===== src/rtl/serial_adder_pkg.sv =====
// Shared types and defaults for the bit-serial adder.
// Holds the FSM state encoding and the default operand width.
package serial_adder_pkg;

   typedef enum logic [1:0] {
      IDLE = 2'd0,
      ADD  = 2'd1,
      DONE = 2'd2
   } state_t;

   localparam int DEFAULT_WIDTH = 8;

endpackage


===== src/rtl/serial_adder_if.sv =====
// Request/result bundle between a requester and the bit-serial adder.
interface serial_adder_if #(
   parameter int WIDTH = serial_adder_pkg::DEFAULT_WIDTH
);
   logic             start;
   logic [WIDTH-1:0] A;
   logic [WIDTH-1:0] B;
   logic             C_in;
   logic             busy;
   logic             done;
   logic [WIDTH-1:0] Sum;
   logic             C_out;

   modport master (
      output start, A, B, C_in,
      input  busy, done, Sum, C_out
   );

   modport slave (
      input  start, A, B, C_in,
      output busy, done, Sum, C_out
   );
endinterface


===== src/rtl/serial_adder_full_adder.sv =====
// Single-bit full-adder cell used as the arithmetic stage of the serial adder.
module full_adder (
   input  logic A,
   input  logic B,
   input  logic C_in,
   output logic Sum,
   output logic C_out
);
   assign Sum   = A ^ B ^ C_in;
   assign C_out = (A & B) | (C_in & (A ^ B));
endmodule


===== src/rtl/serial_adder.sv =====
// Bit-serial WIDTH-bit adder: one full-adder cell, LSB first, carry kept in a flop.
// A result appears WIDTH cycles after the accepting edge; DONE may accept a new start.
module serial_adder
   import serial_adder_pkg::*;
#(
   parameter int WIDTH = DEFAULT_WIDTH
) (
   input logic           clk,
   input logic           rst_n,
   serial_adder_if.slave bus
);
   localparam int            CW   = (WIDTH > 1) ? $clog2(WIDTH) : 1;
   localparam logic [CW-1:0] LAST = CW'(WIDTH - 1);

   state_t           state_reg, state_next;
   logic [WIDTH-1:0] sa_reg, sb_reg, res_reg, sum_reg;
   logic             carry_reg, cout_reg;
   logic [CW-1:0]    cnt_reg;
   logic             fa_sum, fa_cout;
   logic             accept, last_bit;
   logic             busy, done;

   assign accept   = bus.start && (state_reg == IDLE || state_reg == DONE);
   assign last_bit = (cnt_reg == LAST);

   full_adder u_fa (
      .A     (sa_reg[0]),
      .B     (sb_reg[0]),
      .C_in  (carry_reg),
      .Sum   (fa_sum),
      .C_out (fa_cout)
   );

   always_ff @(posedge clk or negedge rst_n) begin
      if (!rst_n) begin
         state_reg <= IDLE;
      end else begin
         state_reg <= state_next;
      end
   end

   always_comb begin
      state_next = state_reg;
      unique case (state_reg)
         IDLE:    if (accept) state_next = ADD;
         ADD:     if (last_bit) state_next = DONE;
         DONE:    state_next = accept ? ADD : IDLE;
         default: state_next = IDLE;
      endcase
   end

   always_comb begin
      busy = 1'b0;
      done = 1'b0;
      unique case (state_reg)
         ADD:     busy = 1'b1;
         DONE:    done = 1'b1;
         default: ;
      endcase
   end

   // Operands are captured only on accept, so later input changes cannot disturb a run.
   always_ff @(posedge clk or negedge rst_n) begin
      if (!rst_n) begin
         sa_reg    <= '0;
         sb_reg    <= '0;
         res_reg   <= '0;
         carry_reg <= 1'b0;
         cnt_reg   <= '0;
         sum_reg   <= '0;
         cout_reg  <= 1'b0;
      end else if (accept) begin
         sa_reg    <= bus.A;
         sb_reg    <= bus.B;
         carry_reg <= bus.C_in;
         cnt_reg   <= '0;
      end else if (state_reg == ADD) begin
         sa_reg    <= sa_reg >> 1;
         sb_reg    <= sb_reg >> 1;
         res_reg   <= {fa_sum, res_reg[WIDTH-1:1]};
         carry_reg <= fa_cout;
         if (last_bit) begin
            sum_reg  <= {fa_sum, res_reg[WIDTH-1:1]};
            cout_reg <= fa_cout;
         end else begin
            cnt_reg <= cnt_reg + 1'b1;
         end
      end
   end

   assign bus.busy  = busy;
   assign bus.done  = done;
   assign bus.Sum   = sum_reg;
   assign bus.C_out = cout_reg;
endmodule


===== src/flat_wrapper.sv =====
// flat-port wrapper written by rule: the top's interface ports become plain ports
module serial_adder_flat import serial_adder_pkg::*;
#(
   parameter int WIDTH = DEFAULT_WIDTH
)
  (clk, rst_n, bus_start, bus_A, bus_B, bus_C_in, bus_busy, bus_done, bus_Sum, bus_C_out);
  serial_adder_if #(.WIDTH(WIDTH)) bus_i ();
  input logic clk;
  input logic rst_n;
  input wire logic [$bits(bus_i.start)-1:0] bus_start;
  input wire logic [$bits(bus_i.A)-1:0] bus_A;
  input wire logic [$bits(bus_i.B)-1:0] bus_B;
  input wire logic [$bits(bus_i.C_in)-1:0] bus_C_in;
  output wire logic [$bits(bus_i.busy)-1:0] bus_busy;
  output wire logic [$bits(bus_i.done)-1:0] bus_done;
  output wire logic [$bits(bus_i.Sum)-1:0] bus_Sum;
  output wire logic [$bits(bus_i.C_out)-1:0] bus_C_out;
  assign bus_i.start = bus_start;
  assign bus_i.A = bus_A;
  assign bus_i.B = bus_B;
  assign bus_i.C_in = bus_C_in;
  assign bus_busy = bus_i.busy;
  assign bus_done = bus_i.done;
  assign bus_Sum = bus_i.Sum;
  assign bus_C_out = bus_i.C_out;
  serial_adder #(.WIDTH(WIDTH)) u_core (.clk(clk), .rst_n(rst_n), .bus(bus_i));
endmodule

===== config.mk =====
export PLATFORM = sky130hd
export DESIGN_NAME = serial_adder_flat
export DESIGN_NICKNAME = d
export VERILOG_FILES = /design/src/rtl/serial_adder_pkg.sv /design/src/rtl/serial_adder_if.sv /design/src/rtl/serial_adder_full_adder.sv /design/src/rtl/serial_adder.sv /design/src/flat_wrapper.sv
export SDC_FILE = /design/constraint.sdc
export NUM_CORES = 1
export LEC_CHECK = 0
export BUFFER_PORTS_ARGS = -buffer_cell sky130_fd_sc_hd__buf_2
export CORE_AREA = 2 2 102 80
export DETAILED_ROUTE_END_ITERATION = 10
export DIE_AREA = 0 0 104 82
export PLACE_DENSITY = 0.44
export SETUP_SLACK_MARGIN = 0.3
export SLEW_MARGIN = 20
export SYNTH_ARGS = -nofsm -noshare
export SYNTH_HDL_FRONTEND = slang
export SYNTH_SLANG_ARGS = --single-unit

===== constraint.sdc =====
create_clock -name clk -period 2.2 [get_ports clk]
set_clock_uncertainty 0.05 [all_clocks]
set_input_delay 0.44 -clock clk [delete_from_list [all_inputs] [get_ports clk]]
set_output_delay 0.44 -clock clk [all_outputs]
set_load 0.05 [all_outputs]

==> impl_metrics.csv <==
group,metric,value,unit
die,io-pin-count,31,
cells_and_area,final_nets,220,
worst_setup_path,critical_path_required,1.71,ns
global_route,met1_usage,0.138,
placed_design,pre_cts_slack,0.525,ns
logic_synthesis,synth_seq_cells,38,
clock_network,cts.clk_slew.worst_paths,0.08,ns
timing,finalHoldViolCount,0,
timing,relSlewSlack,0.672,
logic_synthesis,syn_area,1830,sq um
cells_and_area,final_core_util,0.290,
power,cellPowerDensity,1430,nW/um^2
logic_synthesis,ys_seq_area_frac,0.521,
global_route,overflow,0,
power,vdd_drop_max,0.429,mV
global_route,grt_pass1_vias,1199,
worst_setup_path,critPathMaxFanout,13,
timing,rsz0062_at_grt,"no",
timing,setup-tns-final,0,ns
placed_design,port_buffers,30,
route,viasPerCell,4.06,
placed_design,dp_hpwl,2560,um
global_route,grt_pass1_wl,6280,um
cells_and_area,stdcell_count,303,
power,power,3.14,mW
global_route,met3_usage,0.0270,
timing,maxSlewViolCount,0,
timing,period_share,0.815,
logic_synthesis,synth_enable_flop_cells,0,
route,remaining_drc_errors,0,
global_route,use_met2,0.134,
logic_synthesis,synth_cells,163,
timing,max_freq,558,MHz
worst_setup_path,critical_path_class,"reg -> out",
die,start_util,0.241,
clock_network,cts_root_buf,"clkbuf_8",
global_route,grt.total_usage,0.0948,
die,core-area,7570,sq um
logic_synthesis,synthTopCellsByArea,"dfrtp_1, mux2_4, mux2i_1",
cells_and_area,area_growth_syn_to_layout,20.2,%
worst_setup_path,cp-end-kind,"output port",
logic_synthesis,synthArstFlopShare,1.00,
power,p_leak,1.04,nW
cells_and_area,finalInstanceArea,2190,sq um
timing,hold_slack,0.374,ns
logic_synthesis,yosysUniqueCellTypes,27,
logic_synthesis,synthFlopType,"dfrtp_1",
flow_run,cap_violations,0,
logic_synthesis,yosys.area.top_type,"dfrtp_1",
logic_synthesis,synth_nets,186,
worst_setup_path,crit_chain,"nand2b_4, clkinv_4, buf_2",
route,ant_nets,0,
placed_design,placed_area,2090,sq um
worst_setup_path,arrival,1.30,ns
route,totalWireLength,3720,um
placed_design,placed_cells,294,
clock_network,postCtsSetupBuffers,0,
cells_and_area,drive_gt1_frac,0.288,
cells_and_area,diodes,0,
route,routedWlPerCell,12.3,um
logic_synthesis,yosysMostFrequentCell,"dfrtp_1",
worst_hold_path,hp-class,"in -> reg",
die,fp.dieW,104,um
clock_network,ctsHtreeMaxLevel,2,
route,drt_iter0_drc,40,
clock_network,clockBufferDepth,2,
timing,period_needed,1.79,ns
worst_setup_path,slowest_delay,0.38,ns
clock_network,insertion_delay,0.29,ns
logic_synthesis,synth_top_area_share,0.521,
timing,setup_slack,0.407,ns
clock_network,cts_tree,"done",
logic_synthesis,yosysWarnings,0,
global_route,antenna_found_initial,0,
die,die-area,8530,sq um
timing,final-setup-viol-count,0,
die,row_count,28,
logic_synthesis,syn_avg_cell_area,11.2,sq um
die,die_y,82,um
worst_setup_path,critPathLaunchType,"flop",
status,status,"finished clean",
global_route,busiest_layer,"met1",
clock_network,cts.sinks,38,
placed_design,place_congestion,0.706,
worst_setup_path,slowest_stage,"dfrtp_1",
global_route,grt_max_degree,26,
route,dr.pass1.iters,4,
logic_synthesis,synth_common_cells,"dfrtp_1, nand2_1, a21oi_1",
timing,tightestPinTransition,0.492,ns
route,num_vias,1229,
clock_network,numCtsBuffers,5,
cells in the final DEF (no fill, tap or decap), types with 6 or more instances in the layout:
cell type and n:
a211oi_1 10, a21oi_1 14, buf_2 29, clkbuf_8 6, dfrtp_1 38, inv_1 6, mux2_4 9, mux2i_1 12
nand2_1 27, nor2b_1 10
critical path: cells and delay by family (launching register included):
family / cells / cell delay, ns
simple gates: 1 / 0.22
flops: 1 / 0.38
buf+inv: 2 / 0.42
repair_timing:
item                                   CTS  global route
hold buffers                             1             0
setup endpoints to repair                0             1
endpoints found under the hold margin    9             0
gates resized for setup                  0             1
worst paths after layout:
kind | startpoint | endpoint | slack (ns) | cells after the start
worst min-delay path | bus_B[1] | u_core.sb_reg[1]$_DFFE_PN0P_ | 0.37 | 3
worst max-delay path | u_core.state_reg[1]$_DFFE_PN0P_ | bus_busy | 0.41 | 3
max in group asynchronous | rst_n | u_core.carry_reg$_DFFE_PN0P_ | 1.12 | 3
worst max register to register | u_core.cnt_reg[0]$_DFFE_PN0P_ | u_core.cnt_reg[0]$_DFFE_PN0P_ | 0.51 | 5
worst min register to register | u_core.res_reg[1]$_DFFE_PN0P_ | u_core.res_reg[1]$_DFFE_PN0P_ | 0.43 | 2
min in group asynchronous | rst_n | u_core.bus.Sum[1]$_DFFE_PN0P_ | 0.50 | 2
kinds of logic after synthesis:
family                   count (synthesis)  share of synthesized area
AND/OR/NAND/NOR                         50                      0.145
XOR/XNOR                                 1                    0.00480
flip-flops                              38                      0.521
adder cells (fa/ha/maj)                  3                     0.0247
AO/OA/AOI/OAI                           34                      0.117
buffers and inverters                   16                     0.0480
multiplexers                            21                      0.140
power by group:
group / total, mW / internal [mW] / switching (mW)
logic: 1.40 / 0.563 / 0.833
registers: 1.24 / 1.02 / 0.220
clock network: 0.507 / 0.253 / 0.254
total: 3.14 / 1.84 / 1.31
area by class of cell:
cell class / instances / area, sq um
Sequential cell: 38 / 951
Fill cell: 822 / 5370
Clock buffer: 7 / 86.3
Inverter: 7 / 31.3
Tap cell: 105 / 131
Multi-Input combinational cell: 109 / 790
Clock inverter: 1 / 5.00
Timing Repair Buffer: 36 / 200
routing by layer:
metal,vias to the layer above,wire [um]
li1,631,-
met1,575,2020
met2,18,1550
met3,5,102
met4,0,44
met5,-,0
Note: power is estimated with default switching activity, not from simulation.
